**src/rtl/serdes_pkg.sv**
```systemverilog
// Shared symbol constants and lock-FSM state type for the serial receive path.
package serdes_pkg;

  localparam int SYMBOL_W   = 10;
  localparam int ALIGN_GOOD = 3;
  localparam int SYNC_MISS  = 4;

  localparam logic [SYMBOL_W-1:0] K28_5_RDN = 10'b0011111010;
  localparam logic [SYMBOL_W-1:0] K28_5_RDP = 10'b1100000101;

  typedef enum logic [1:0] {
    ST_HUNT  = 2'd0,
    ST_ALIGN = 2'd1,
    ST_SYNC  = 2'd2
  } align_state_t;

  function automatic logic is_k28_5(input logic [SYMBOL_W-1:0] sym);
    return (sym == K28_5_RDN) || (sym == K28_5_RDP);
  endfunction

endpackage

```
**src/rtl/comma_detect.sv**
```systemverilog
// Combinational K28.5 detector (either running disparity) on the shift register.
module comma_detect
  import serdes_pkg::*;
(
  input  logic [SYMBOL_W-1:0] sr,
  output logic                hit
);

  assign hit = is_k28_5(sr);

endmodule

```
**src/rtl/comma_aligner.sv**
```systemverilog
// Serial-to-10b comma aligner with HUNT/ALIGN/SYNC lock FSM.
// Optional macro COMMA_REALIGN_EN: off-phase comma in SYNC realigns at once.
//
// state   | meaning
// HUNT    | no word phase; any comma sets the phase
// ALIGN   | phase set, counting consecutive on-phase commas
// SYNC    | locked; off-phase commas counted as misses
module comma_aligner
  import serdes_pkg::*;
(
  input  logic                clk,
  input  logic                reset_n,
  input  logic                sdata,
  output logic [SYMBOL_W-1:0] datout,
  output logic                dvalid,
  output logic                comma,
  output logic                sync
);

  localparam logic [3:0] LAST_BIT  = 4'(SYMBOL_W - 1);
  localparam logic [1:0] GOOD_LOCK = 2'(ALIGN_GOOD);
  localparam logic [2:0] MISS_LOST = 3'(SYNC_MISS);

  logic [SYMBOL_W-1:0] sr_q, sr_d;
  logic [SYMBOL_W-1:0] datout_q, datout_d;
  logic [3:0]          bit_cnt_q, bit_cnt_d;
  align_state_t        state_q, state_d;
  logic [1:0]          good_cnt_q, good_cnt_d;
  logic [2:0]          miss_cnt_q, miss_cnt_d;
  logic                dvalid_q, dvalid_d;
  logic                comma_q, comma_d;
  logic                sync_q, sync_d;
  logic                hit, last_bit, align_ev, boundary;

  comma_detect u_comma_detect (
    .sr  (sr_q),
    .hit (hit)
  );

  always_comb begin
    sr_d       = {sr_q[SYMBOL_W-2:0], sdata};
    state_d    = state_q;
    good_cnt_d = good_cnt_q;
    miss_cnt_d = miss_cnt_q;
    align_ev   = 1'b0;
    last_bit   = (bit_cnt_q == LAST_BIT);

    unique case (state_q)
      ST_HUNT: begin
        if (hit) align_ev = 1'b1;
      end
      ST_ALIGN: begin
        if (hit) begin
          if (last_bit) begin
            good_cnt_d = good_cnt_q + 2'd1;
            if (good_cnt_d == GOOD_LOCK) begin
              state_d    = ST_SYNC;
              miss_cnt_d = '0;
            end
          end else begin
            align_ev = 1'b1;
          end
        end
      end
      ST_SYNC: begin
        if (hit) begin
          if (last_bit) begin
            miss_cnt_d = '0;
          end else begin
`ifdef COMMA_REALIGN_EN
            align_ev = 1'b1;
`else
            miss_cnt_d = miss_cnt_q + 3'd1;
            if (miss_cnt_d == MISS_LOST) state_d = ST_HUNT;
`endif
          end
        end
      end
      default: state_d = ST_HUNT;
    endcase

    // A realignment restarts the symbol phase and emits the comma itself.
    if (align_ev) begin
      state_d    = ST_ALIGN;
      good_cnt_d = 2'd1;
    end

    boundary  = align_ev || (last_bit && (state_q != ST_HUNT));
    bit_cnt_d = (align_ev || last_bit) ? 4'd0 : bit_cnt_q + 4'd1;

    datout_d = boundary ? sr_q : datout_q;
    comma_d  = boundary ? hit  : comma_q;
    dvalid_d = boundary;
    sync_d   = (state_d == ST_SYNC);
  end

  always_ff @(posedge clk or negedge reset_n) begin
    if (!reset_n) begin
      sr_q       <= '0;
      bit_cnt_q  <= '0;
      state_q    <= ST_HUNT;
      good_cnt_q <= '0;
      miss_cnt_q <= '0;
      datout_q   <= '0;
      dvalid_q   <= 1'b0;
      comma_q    <= 1'b0;
      sync_q     <= 1'b0;
    end else begin
      sr_q       <= sr_d;
      bit_cnt_q  <= bit_cnt_d;
      state_q    <= state_d;
      good_cnt_q <= good_cnt_d;
      miss_cnt_q <= miss_cnt_d;
      datout_q   <= datout_d;
      dvalid_q   <= dvalid_d;
      comma_q    <= comma_d;
      sync_q     <= sync_d;
    end
  end

  assign datout = datout_q;
  assign dvalid = dvalid_q;
  assign comma  = comma_q;
  assign sync   = sync_q;

endmodule

```
**config.mk**
```make
export PLATFORM = sky130hd
export DESIGN_NAME = comma_aligner
export DESIGN_NICKNAME = d
export VERILOG_FILES = /design/src/rtl/serdes_pkg.sv /design/src/rtl/comma_detect.sv /design/src/rtl/comma_aligner.sv
export SDC_FILE = /design/constraint.sdc
export NUM_CORES = 1
export LEC_CHECK = 0
export CAP_MARGIN = 40
export CORE_ASPECT_RATIO = 0.75
export CORE_MARGIN = 3
export CORE_UTILIZATION = 49
export DETAILED_ROUTE_END_ITERATION = 6
export HOLD_SLACK_MARGIN = 0.15
export PLACE_DENSITY = 0.75
export SLEW_MARGIN = 10
export SYNTH_ARGS = -nofsm -noshare
export SYNTH_HDL_FRONTEND = slang
export SYNTH_HIERARCHICAL = 1
export SYNTH_SLANG_ARGS = --single-unit
```
**constraint.sdc**
```tcl
create_clock -name clk -period 2 [get_ports clk]
set_clock_uncertainty 0.15 [all_clocks]
set_input_delay 0.5 -clock clk [delete_from_list [all_inputs] [get_ports clk]]
set_output_delay 0.5 -clock clk [all_outputs]
set_load 0.02 [all_outputs]
```
==> flow_summary.yaml <==
route:
  post-route-drc-count: 0
  drt_iter0_drc: 52
  ant_nets: 0
  vias: 924
  dr.pass1.iters: 4
  wl_per_cell_um: 15.52
  drt-total-wl_mm: 2.638
  vias_per_cell: 5.435
synthesis:
  yosysTopAreaCell: "dfrtp_1"
  yosys_warnings: 6
  synthCells: 103
  syn_area_um2: 1445
  synthFlopType: "dfrtp_1"
  syn_area_per_cell_um2: 14.03
  synth_seq_cells: 34
  yosysTopAreaCellShare_pct: 58.87
  synth.distinct_cells: 31
  synth_fp_nets: 111
  synth_edf_count: 0
  synth-seq-area-share_pct: 58.87
  ys_top_cells_by_area: "dfrtp_1 (59%), mux2_4 (9.4%), ha_1 (4.3%)"
  async_flop_share_pct: 100.0
final_layout:
  drive_gt1_share_pct: 30.60
  fill_cells: 207
  layout_common_cells: "dfrtp_1 (34), clkdlybuf4s50_1 (15), mux2_4 (10), buf_4 (10), nor2_1 (7)"
  nets: 141
  layout_commonest_cell: "dfrtp_1"
  stdcell_area_um2: 1827
  areaGrowthSynthToFinish_pct: 26.41
  diodes: 0
clocking:
  clk_latency_ns: 0.29
  cts_root_buffer: "clkbuf_8"
  cts_buffers: 5
  clk_path_buf_depth: 2
  clk_pin_slew_ns: 0.07
  hold_buffers: 0
  cts_tree: "built"
  htreeDepth: 2
  cts_sinks: 34
worst_setup_path:
  cpMaxStageDelayCell: "or4b_4"
  crit_path_end_kind: "flop"
  critical_path.startpoint: "sr_q[4]$_DFF_PN0_"
  crit_chain: "or4b_4, o41ai_2, buf_4, nand2b_4, o21ai_4, mux2_4"
  crit_path_max_fanout: 6
  cp.required_ns: 2.02
  critPathMaxStageDelay_ns: 0.52
  timing.rr.start: "sr_q[4]$_DFF_PN0_"
  worstSetupStartpointType: "flop"
  path_class: "reg2reg"
  crit_arrival_ns: 2.17
place:
  port_buffers: 15
  dpl_cell_area_um2: 1683
  dp_hpwl_mm: 1.737
  routabilityCongestion: 0.7962
  dp_slack_ns: -0.1712
die:
  die_w_um: 68.71
  io_pins: 16
  fp-row-count: 16
  start_util_pct: 53.47
  core-area_um2: 2703
  dieHeight_um: 53.03
  dieArea_um2: 3644
global_route:
  grt_use_met3_pct: 8.280
  overflow: 0
  busiest_layer: "met2"
  grt_max_degree: 35
  groute.usage.overall_pct: 18.88
  grt_pass1_wl_mm: 4.788
  use_met2_pct: 27.10
  grtUsageMet1_pct: 24.73
  grt_pass1_vias: 991
  antenna_found_initial: 0
run_status:
  run_status: "finished, violations left"
  violations: "setup timing"
worst_hold_path:
  hold_path.class: "reg2reg"
  holdCritStartpoint: "sr_q[3]$_DFF_PN0_"
pwr:
  finalPower_w: 0.001882
  p_per_area_nw_per_um2: 1030
  peakVddDrop_mv: 0.6777
  leakagePower_nw: 0.8385
sta:
  slew_violations: 0
  setup_viol: 17
  fin_ws_ns: -0.1484
  period_needed_ns: 2.148
  worst_pin_slew_ns: 0.4245
  finalSetupTns_ns: -1.722
  finalCritPeriodShare_pct: 107.4
  rsz0062_at_grt: "yes"
  maxSlewHeadroom_pct: 71.70
  fmax_ghz: 0.4655
  finalHoldViolations: 0
run:
  drv_cap: 0
## final cells by class
| class | instances | area, um2 | area share, % |
|---|---|---|---|
| clock buffer | 6 | 82.58 | 4.521 |
| clock inverter | 2 | 12.51 | 0.6849 |
| inverter | 3 | 11.26 | 0.6164 |
| multi-input combinational | 63 | 588.1 | 32.19 |
| sequential | 34 | 850.8 | 46.58 |
| tap | 36 | 45.04 | 2.466 |
| timing repair buffer | 26 | 236.5 | 12.95 |
## critical path: cells and delay by family, from the launching register on
| kind | cells | cell delay, ns |
|---|---|---|
| flops | 1 | 0.40 |
| mux | 1 | 0.34 |
| buf+inv | 1 | 0.18 |
| compound gates | 2 | 0.36 |
| simple gates | 2 | 0.60 |
## cells in the mapped netlist (2+ instances only)
| cell type | count |
|---|---|
| inv_1 | 3 |
| ha_1 | 5 |
| nand3b_1 | 3 |
| dfrtp_1 | 34 |
| nand2_1 | 3 |
| buf_6 | 2 |
| a31o_2 | 2 |
| nand3_1 | 4 |
| o211ai_1 | 2 |
| nor2_1 | 7 |
| nand4b_1 | 3 |
| o21ai_1 | 3 |
| buf_2 | 2 |
| xor2_1 | 2 |
| o21ai_0 | 3 |
| nand4_1 | 2 |
| mux2_4 | 9 |
## repair_timing
action / 4_1_cts / 5_1_grt
gates cloned: 1 / 0
pin swaps: 1 / 2
gates resized for setup: 2 / 6
buffers inserted: 0 / 1
endpoints found under the setup margin: 17 / 23
## where the power goes
group / switching, W / internal, W / total, W
Clock: 0.000261 / 0.000277 / 0.000537
Combinational: 0.000235 / 0.000251 / 0.000486
Sequential: 0.0000735 / 0.000785 / 0.000859
Total: 0.000569 / 0.00131 / 0.00188
## worst paths after layout
path                                          end  depth (start not counted)  slack [ns]
setup / recovery            datout[0]$_DFFE_PN0P_                          6       -0.15
hold / removal                  sr_q[4]$_DFF_PN0_                          0        0.28
setup reg to reg            datout[0]$_DFFE_PN0P_                          6       -0.15
hold reg to reg                 sr_q[4]$_DFF_PN0_                          0        0.28
max in group asynchronous  bit_cnt_q[3]$_DFF_PN0_                          2        0.92
min in group asynchronous   datout[2]$_DFFE_PN0P_                          2        0.46
## state kept, by name (all words and copies together) (netlist names)
register and cells:
miss_cnt_q 3, comma 1, sr_q 10, state_q 2, dvalid 1, bit_cnt_q 4
good_cnt_q 2, datout 10, sync 1
## metrics by stage
stage	hold WS, ns	instances	utilization [%]
final	0.2798	170	67.59
after global routing	0.3056	170	67.59
after CTS	0.2831	169	66.30
after detailed placement	0.2647	160	62.27
after global placement	0.2622	160	62.27
after floorplan	0.05441	103	-
## metal layers
| layer | vias to the layer above | share of wire (%) | wire [um] |
|---|---|---|---|
| met1 | 467 | 48 | 1278 |
| li1 | 432 | - | - |
| met4 | 0 | 2.0 | 52 |
| met3 | 5 | 5.7 | 150 |
| met2 | 20 | 44 | 1157 |
| met5 | - | 0 | 0 |
## cell families (layout without fill, tap and decap cells)
logic type,Yosys count,after routing,synth area share [%]
xor+xnor,3,3,1.819
simple gates,28,28,13.25
flops,34,34,58.87
compound gates,15,16,7.879
mux,11,11,10.82
fa+ha+maj,5,5,4.329
buf+inv,7,37,3.030
Power figures use the tool's default switching activity.
